`src/rtl/alu_uart_pkg.sv`:
```
// alu_uart_pkg: shared types and constants for the UART ALU host sequencer.
package alu_uart_pkg;

    localparam int DATA_W      = 8;
    localparam int OPCODE_W    = 6;
    localparam int FRAME_BYTES = 3;

    typedef enum logic [2:0] {
        IDLE,
        START,
        WAIT_TX,
        WAIT_RX,
        DONE
    } state_t;

    // Wire order of a command frame: A, B, then the zero-padded opcode.
    function automatic logic [DATA_W-1:0] frame_byte(
        input logic [DATA_W-1:0]   a,
        input logic [DATA_W-1:0]   b,
        input logic [OPCODE_W-1:0] op,
        input logic [1:0]          idx
    );
        return idx == 2'd0 ? a :
               idx == 2'd1 ? b :
               {{(DATA_W-OPCODE_W){1'b0}}, op};
    endfunction

endpackage

```
`src/rtl/alu_uart_host_if.sv`:
```
// alu_uart_host_if: request, result and UART byte-port signals of the host sequencer.
interface alu_uart_host_if;
    import alu_uart_pkg::*;

    logic                i_req;
    logic [DATA_W-1:0]   i_op_a;
    logic [DATA_W-1:0]   i_op_b;
    logic [OPCODE_W-1:0] i_opcode;
    logic                o_busy;
    logic                o_tx_start;
    logic [DATA_W-1:0]   o_tx_data;
    logic                i_tx_done;
    logic                i_rx_done;
    logic [DATA_W-1:0]   i_rx_data;
    logic [DATA_W-1:0]   o_result;
    logic                o_valid;
    logic                o_timeout;

    modport master (
        input  i_req, i_op_a, i_op_b, i_opcode, i_tx_done, i_rx_done, i_rx_data,
        output o_busy, o_tx_start, o_tx_data, o_result, o_valid, o_timeout
    );

    modport slave (
        output i_req, i_op_a, i_op_b, i_opcode, i_tx_done, i_rx_done, i_rx_data,
        input  o_busy, o_tx_start, o_tx_data, o_result, o_valid, o_timeout
    );

endinterface

```
`src/rtl/alu_uart_host.sv`:
```
// alu_uart_host: sends a 3-byte ALU command over a UART transmitter and waits,
// with a timeout, for the 1-byte result from a UART receiver.
module alu_uart_host
    import alu_uart_pkg::*;
#(
    parameter int RESP_TIMEOUT = 2_000_000
) (
    input logic             i_clk,
    input logic             i_reset,
    alu_uart_host_if.master bus
);

    localparam int             CNT_W    = $clog2(RESP_TIMEOUT);
    localparam logic [CNT_W-1:0] CNT_LAST = CNT_W'(RESP_TIMEOUT - 1);
    localparam logic [1:0]     LAST_IDX = 2'(FRAME_BYTES - 1);

    state_t              state_q, state_d;
    logic [1:0]          idx_q, idx_d;
    logic [CNT_W-1:0]    cnt_q, cnt_d;
    logic [DATA_W-1:0]   a_q, a_d, b_q, b_d;
    logic [OPCODE_W-1:0] op_q, op_d;
    logic                busy_q, busy_d;
    logic                tx_start_q, tx_start_d;
    logic [DATA_W-1:0]   tx_data_q, tx_data_d;
    logic [DATA_W-1:0]   result_q, result_d;
    logic                valid_q, valid_d;
    logic                timeout_q, timeout_d;

    always_ff @(posedge i_clk or posedge i_reset) begin
        if (i_reset) begin
            state_q    <= IDLE;
            idx_q      <= '0;
            cnt_q      <= '0;
            a_q        <= '0;
            b_q        <= '0;
            op_q       <= '0;
            busy_q     <= 1'b0;
            tx_start_q <= 1'b0;
            tx_data_q  <= '0;
            result_q   <= '0;
            valid_q    <= 1'b0;
            timeout_q  <= 1'b0;
        end else begin
            state_q    <= state_d;
            idx_q      <= idx_d;
            cnt_q      <= cnt_d;
            a_q        <= a_d;
            b_q        <= b_d;
            op_q       <= op_d;
            busy_q     <= busy_d;
            tx_start_q <= tx_start_d;
            tx_data_q  <= tx_data_d;
            result_q   <= result_d;
            valid_q    <= valid_d;
            timeout_q  <= timeout_d;
        end
    end

    always_comb begin
        state_d = state_q;
        case (state_q)
            IDLE:    state_d = bus.i_req ? START : IDLE;
            START:   state_d = WAIT_TX;
            WAIT_TX: state_d = !bus.i_tx_done ? WAIT_TX : idx_q == LAST_IDX ? WAIT_RX : START;
            WAIT_RX: state_d = bus.i_rx_done ? DONE : cnt_q == CNT_LAST ? IDLE : WAIT_RX;
            DONE:    state_d = IDLE;
            default: state_d = IDLE;
        endcase
    end

    // Outputs are registered, so each is computed from the state being entered.
    always_comb begin
        a_d        = (state_q == IDLE && bus.i_req) ? bus.i_op_a : a_q;
        b_d        = (state_q == IDLE && bus.i_req) ? bus.i_op_b : b_q;
        op_d       = (state_q == IDLE && bus.i_req) ? bus.i_opcode : op_q;
        idx_d      = state_q == IDLE ? 2'd0 :
                     (state_q == WAIT_TX && bus.i_tx_done && idx_q != LAST_IDX) ? idx_q + 2'd1 : idx_q;
        cnt_d      = state_q == WAIT_RX ? cnt_q + CNT_W'(1) : '0;
        busy_d     = state_d != IDLE;
        tx_start_d = state_d == START;
        tx_data_d  = state_d == START ? frame_byte(a_d, b_d, op_d, idx_d) : tx_data_q;
        result_d   = (state_q == WAIT_RX && bus.i_rx_done) ? bus.i_rx_data : result_q;
        valid_d    = state_d == DONE;
        timeout_d  = state_q == WAIT_RX && !bus.i_rx_done && cnt_q == CNT_LAST;
    end

    assign bus.o_busy     = busy_q;
    assign bus.o_tx_start = tx_start_q;
    assign bus.o_tx_data  = tx_data_q;
    assign bus.o_result   = result_q;
    assign bus.o_valid    = valid_q;
    assign bus.o_timeout  = timeout_q;

endmodule

```
`src/flat_wrapper.sv`:
```
// flat-port wrapper written by rule: the top's interface ports become plain ports
module alu_uart_host_flat import alu_uart_pkg::*;
#(
    parameter int RESP_TIMEOUT = 2_000_000
)
  (i_clk, i_reset, bus_i_req, bus_i_op_a, bus_i_op_b, bus_i_opcode, bus_i_tx_done, bus_i_rx_done, bus_i_rx_data, bus_o_busy, bus_o_tx_start, bus_o_tx_data, bus_o_result, bus_o_valid, bus_o_timeout);
  alu_uart_host_if bus_i ();
  input logic i_clk;
  input logic i_reset;
  input wire logic [$bits(bus_i.i_req)-1:0] bus_i_req;
  input wire logic [$bits(bus_i.i_op_a)-1:0] bus_i_op_a;
  input wire logic [$bits(bus_i.i_op_b)-1:0] bus_i_op_b;
  input wire logic [$bits(bus_i.i_opcode)-1:0] bus_i_opcode;
  input wire logic [$bits(bus_i.i_tx_done)-1:0] bus_i_tx_done;
  input wire logic [$bits(bus_i.i_rx_done)-1:0] bus_i_rx_done;
  input wire logic [$bits(bus_i.i_rx_data)-1:0] bus_i_rx_data;
  output wire logic [$bits(bus_i.o_busy)-1:0] bus_o_busy;
  output wire logic [$bits(bus_i.o_tx_start)-1:0] bus_o_tx_start;
  output wire logic [$bits(bus_i.o_tx_data)-1:0] bus_o_tx_data;
  output wire logic [$bits(bus_i.o_result)-1:0] bus_o_result;
  output wire logic [$bits(bus_i.o_valid)-1:0] bus_o_valid;
  output wire logic [$bits(bus_i.o_timeout)-1:0] bus_o_timeout;
  assign bus_i.i_req = bus_i_req;
  assign bus_i.i_op_a = bus_i_op_a;
  assign bus_i.i_op_b = bus_i_op_b;
  assign bus_i.i_opcode = bus_i_opcode;
  assign bus_i.i_tx_done = bus_i_tx_done;
  assign bus_i.i_rx_done = bus_i_rx_done;
  assign bus_i.i_rx_data = bus_i_rx_data;
  assign bus_o_busy = bus_i.o_busy;
  assign bus_o_tx_start = bus_i.o_tx_start;
  assign bus_o_tx_data = bus_i.o_tx_data;
  assign bus_o_result = bus_i.o_result;
  assign bus_o_valid = bus_i.o_valid;
  assign bus_o_timeout = bus_i.o_timeout;
  alu_uart_host #(.RESP_TIMEOUT(RESP_TIMEOUT)) u_core (.i_clk(i_clk), .i_reset(i_reset), .bus(bus_i));
endmodule
```
`config.mk`:
```
export PLATFORM = sky130hd
export DESIGN_NAME = alu_uart_host_flat
export DESIGN_NICKNAME = d
export VERILOG_FILES = /design/src/rtl/alu_uart_pkg.sv /design/src/rtl/alu_uart_host_if.sv /design/src/rtl/alu_uart_host.sv /design/src/flat_wrapper.sv
export SDC_FILE = /design/constraint.sdc
export NUM_CORES = 1
export LEC_CHECK = 0
export ABC_AREA = 1
export CAP_MARGIN = 10
export CORE_MARGIN = 4
export CORE_UTILIZATION = 40
export CTS_CLUSTER_SIZE = 30
export DETAILED_ROUTE_END_ITERATION = 12
export PLACE_DENSITY_LB_ADDON = 0.15
export SYNTH_ARGS = -nofsm -noshare
export SYNTH_HDL_FRONTEND = slang
export SYNTH_SLANG_ARGS = --single-unit
```
`constraint.sdc`:
```
create_clock -name i_clk -period 5.95 [get_ports i_clk]
set_input_delay 0.595 -clock i_clk [delete_from_list [all_inputs] [get_ports i_clk]]
set_output_delay 0.595 -clock i_clk [all_outputs]
set_load 0.05 [all_outputs]
```
# Word-level counts from Yosys, hierarchy flattened
# Index checks and enable logic that the tools add are counted.
# Widths: inputs -> output; s select.
word_totals:
  ff_bits: 68
  latch_bits: 0
  mem_bits_rw: 0
  rom_bits: 0
  inputBits: 35
  out_inout_bits: 20
  elab_cells: 47
  mem_count: 0
op_classes:
  add_sub_neg: 2
  multipliers: 0
  n_div: 0
  order_cmp: 0
  eq_ne: 9
  shifts: 0
  mux: 14
  n_bitwise: 0
  reduce_logical: 10
ops:
  columns: ["op", "n"]
  rows:
  - ["$mux 8", 4]
  - ["$add 21x1->21 const B", 1]
  - ["$eq 21x21->1 const B", 1]
  - ["$mux 21", 1]
  - ["$pmux 3 s4", 1]
  - ["$mux 2", 4]
  - ["$eq 3x1->1 const B", 2]
  - ["$eq 3x2->1 const B", 2]
  - ["$logic_and 1x1->1", 6]
  - ["$mux 3", 2]
  - ["$mux 6", 1]
  - ["$eq 3x3->1 const B", 1]
  - ["$logic_not 3->1", 1]
  - ["$reduce_bool 3->1", 1]
  - ["$add 2x1->2 const B", 1]
  - ["$eq 2x1->1 const B", 1]
  - ["$eq 2x2->1 const B", 1]
  - ["$logic_not 2->1", 1]
  - ["$ne 2x2->1 const B", 1]
  - ["$logic_not 1->1", 1]
  - ["$mux 1", 1]

# Depth between registers and ports, before layout
depth:
  ltp_word: 8
  ltp_mapped: 12
  depth_no_buf: 12

# Least setup slack after synthesis
# Ideal clock, no wire load.
synth_timing:
  path_type: "input to register"
  startpoint: "in bus_i_tx_done"
  endpoint: "reg u_core.tx_data_q[4] (netlist: u_core.bus.o_tx_data[4])"
  setup_time_ns: 0.122
  arrival_time_ns: 1.524
  required_ns: 5.828
  path_slack_ns: 4.304
  stages: 8
  path_buffers: 1
  path_cell_list: "inv_1 -> nor2_2 -> inv_1 -> a22oi_1 -> nand3_2 -> buf_6 -> nor2_1 -> a21boi_2"
synth_via:
  elab_chain_len: 7
  elab_cells_between_ends: 11
  cone_classes: "eq/ne: 2; mux: 6; reduce/logical: 3"
synth_rtl:
  columns: ["element", "line", "rtl"]
  rows:
  - ["start: declaration", "flat_wrapper.sv:14", "input wire logic [$bits(bus_i.i_tx_done)-1:0] bus_i_tx_done;"]
  - ["$logic_and 1x1->1 (2 in a row)", "alu_uart_host.sv:77", "(state_q == WAIT_TX && bus.i_tx_done && idx_q != LAST_IDX) ? idx_q + 2'd1 : idx_q;"]
  - ["$mux 2", "alu_uart_host.sv:77", null]
  - ["$mux 2", "alu_uart_host.sv:76", "idx_d = state_q == IDLE ? 2'd0 :"]
  - ["$eq 2x1->1", "alu_uart_pkg.sv:24", "idx == 2'd1 ? b :"]
  - ["$mux 8", "alu_uart_pkg.sv:24", null]
  - ["$mux 8", "alu_uart_pkg.sv:23", "return idx == 2'd0 ? a :"]
  - ["end signal: assignment", "alu_uart_host.sv:52", "tx_data_q <= tx_data_d;"]
  - ["end: declaration", "alu_uart_host.sv:24", "logic [DATA_W-1:0] tx_data_q, tx_data_d;"]
# Several ways; a longest one is shown, not always the timed one.
# A chain may end at the register's enable or synchronous reset.

# Final worst setup path
layout_timing:
  startpoint: "reg u_core.state_q[0]"
  endpoint: "reg u_core.result_q[1] (netlist: u_core.bus.o_result[1])"
layout_via:
  elab_chain_len: 2
layout_rtl:
  columns: ["element", "line", "rtl"]
  rows:
  - ["start: declaration", "alu_uart_host.sv:17", "state_t state_q, state_d;"]
  - ["start signal: assignment", "alu_uart_host.sv:44", "state_q <= state_d;"]
  - ["$eq 3x2->1", "alu_uart_host.sv:82", "result_d = (state_q == WAIT_RX && bus.i_rx_done) ? bus.i_rx_data : result_q;"]
  - ["$logic_and 1x1->1", "alu_uart_host.sv:82", null]
  - ["end signal: assignment", "alu_uart_host.sv:53", "result_q <= result_d;"]
  - ["end: declaration", "alu_uart_host.sv:25", "logic [DATA_W-1:0] result_q, result_d;"]
# No other way between the ends.

==> flow_summary.ini <==
[status]
outcome = completed

[cts]
clkLatencyLatePin_ps = 340
cts.path.max_buffers = 2
ctsRootBufferMaster = clkbuf_8
post_cts_buffers = 0
cts_tree = built
numClockSinks = 68
cts_buffers = 9
htree_levels = 3
cts_resized = 0
cts.clk_slew.worst_paths_ps = 70
cts_hold_buf = 0

[power]
power.density_nw_per_um2 = 468.6
p_switching_uw = 822.4
switching_share_pct = 43.86
p_int_mw = 1.053
pwr-share-clk_pct = 17.6
leakagePower_nw = 1.886
combPwrFrac_pct = 46.7
pwr-share-seq_pct = 35.7
peakVddDrop_mv = 0.2325

[sta]
tns_ps = 0
fmax_mhz = 431.2
holdWs_ps = 481.0
rsz0062_at_grt = no
finalSetupViolations = 0
finalCriticalPeriod_ps = 2319
finClkSkew_ps = 8.050
report.final.slew_viol_count = 0
slew_headroom_pct = 43.59
worst_pin_slew_ps = 846.2
finalHoldViolCount = 0
fin_crit_sh_pct = 38.98

[routing]
drc = 0
detail_route.vias_per_cell = 4.772
num_vias = 2634
wirelength_mm = 7.181
dr.first_iter.drc_count = 116
antenna_left = 0
wl_per_cell_um = 13.01
firstDrtPassIters = 4

[layout]
multi_input_area_um2 = 1260
n_antenna_cell = 0
seq_area_um2 = 1702
final_cell_mix = 107 x nand2_1, 68 x dfrtp_1, 54 x clkdlybuf4s50_1
syn2layout_area_growth_pct = 24.58
nFillCells = 764
final_common_cell = nand2_1
fin_nets = 482
drive_above_1_share_pct = 9.111

[setup_path]
critPathRequiredTime_ps = 6180
cpPeakStageDelay_ps = 520
cp.arrival_ps = 2550
endpoint_kind = register
critPathMaxFanout = 15
cp_top_family = simple AND/OR/NAND/NOR gates
cpMaxStageDelayCell = nand3_1
cp_cell_sequence = nand3_1 > inv_1 > nand2_1 > clkinv_1 > nand2_1 > nand2_1
path_class = reg2reg
crit_top_cell = nand2_1
start_kind = register
crit_buf_inv = 2

[yosys]
synth_edf_count = 0
synth_ff_type = dfrtp_1
syn_inst = 387
async_flop_share_pct = 100.0
yosys.area_share.simple_pct = 29.57
yosysWarnings = 0
synth_compound_area_share_pct = 7.519
yosys-mux-area-fraction_pct = 0
syn_avg_cell_area_um2 = 8.299
ys_types = 33
synth_area_um2 = 3212
ys_seq_area_share_pct = 52.98
synthAdderAreaFrac_pct = 0.7791
synth_fp_nets = 424
synthXorXnorAreaFrac_pct = 1.363
synth-seq-cells = 68
synth_top_family_by_area = simple AND/OR/NAND/NOR gates

[global_routing]
grt_remaining_overflow = 0
track_usage_pct = 15.62
grt_pass1_vias = 2513
grt_antenna_before_repair = 0
grt_max_degree = 69
grt_pass1_wl_mm = 12.14

[place]
place_congestion = 0.8247
port_buffers = 54
dp_hpwl_mm = 5.030

[floorplan]
rows = 32
initial_utilization_pct = 41.35
io_pins = 55
core_area_um2 = 7767
dieArea_um2 = 9527
dieWidth_um = 97.61
die_y_um = 97.61

[worst_hold_path]
hp-class = reg2reg

[job]
max-cap-violations = 0
## power groups by stage
stage	logic, mW	clock network (mW)	registers (mW)
2_1_floorplan	0.452	0	0.861
3_3_place_gp	0.870	0	0.675
3_5_place_dp	0.878	0	0.676
4_1_cts	0.884	0.339	0.668
5_1_grt	0.969	0.361	0.686
6_report	0.876	0.330	0.669
## cell families (layout without fill, tap and decap cells)
group,count (synthesis),after routing
AO/OA/AOI/OAI,43,43
XOR/XNOR,5,5
adder cells (fa/ha/maj),2,2
flip-flops,68,68
AND/OR/NAND/NOR,209,209
buffers and inverters,60,123
## per-layer routing
metal,up-vias,GRT usage (%),part of all wire (%)
met5,-,0,0
li1,1339,-,-
met4,0,6.390,1.8
met2,61,21.56,42
met1,1224,23.08,51
met3,10,4.020,5.8
## worst paths after layout
kind                                         from                      to  slack [ps]  cells after the start
setup / recovery                u_core.state_q[0]  u_core.bus.o_result[1]        3630                      6
hold / removal             u_core.bus.o_result[7]  u_core.bus.o_result[7]         480                      2
setup reg to reg                u_core.state_q[0]  u_core.bus.o_result[1]        3630                      6
hold reg to reg            u_core.bus.o_result[7]  u_core.bus.o_result[7]         480                      2
max in group asynchronous                 i_reset  u_core.bus.o_result[3]        4570                      3
min in group asynchronous                 i_reset           u_core.b_q[1]         840                      3
## state kept, by name, summed over array words and instances, names as in the netlist
name,flops
u_core.a_q,8
u_core.cnt_q,21
u_core.b_q,8
u_core.bus.o_busy,1
u_core.idx_q,2
u_core.bus.o_tx_data,8
u_core.bus.o_result,8
u_core.op_q,6
u_core.bus.o_tx_start,1
u_core.state_q,3
u_core.bus.o_valid,1
u_core.bus.o_timeout,1
## per-stage QoR
step | utilization (%) | power, mW | cell area [um^2] | setup WS [ps] | instances
6_report | 51.51 | 1.875 | 4001 | 3631 | 552
5_1_grt | 51.51 | 2.016 | 4001 | 3352 | 552
3_3_place_gp | 49.34 | 1.545 | 3832 | 3299 | 536
3_5_place_dp | 49.34 | 1.554 | 3832 | 3306 | 536
2_1_floorplan | - | 1.313 | 3212 | 3643 | 387
4_1_cts | 51.51 | 1.891 | 4001 | 3567 | 552
## tightest hold or removal path, stage by stage (launching register included)
cell and delay [ps]:
dfrtp_1 350, nand2_1 50, nand2_1 50
## cells in the mapped netlist (2+ instances only)
master	number	share of area (%)
nand3_1	25	3.9
o21ai_1	4	0.62
buf_4	2	0.47
a21oi_1	10	1.6
nand2_2	3	0.58
or2_0	2	0.39
nand2_1	107	13
nand4_1	9	1.8
clkbuf_1	2	0.23
buf_2	2	0.31
xor2_1	4	1.1
a21boi_1	2	0.47
nor2_1	33	3.9
nor2_4	3	1.1
buf_6	2	0.70
ha_1	2	0.78
dfrtp_1	68	53
nor3_1	10	1.6
or2_2	5	0.97
or2_1	3	0.58
inv_2	3	0.35
inv_1	48	5.6
nor2_2	3	0.58
o21ai_0	22	3.4
a21boi_2	2	0.70
nand3_2	4	1.2
## layout make-up
class                           instances  area share (%)
Inverter                               52           4.878
Clock inverter                          5          0.6879
Multi-Input combinational cell        259           31.49
Clock buffer                           11           3.533
Timing Repair Buffer                   55           13.70
Sequential cell                        68           42.53
Tap cell                              102           3.189
No activity file was read; power rests on OpenSTA's default activity.
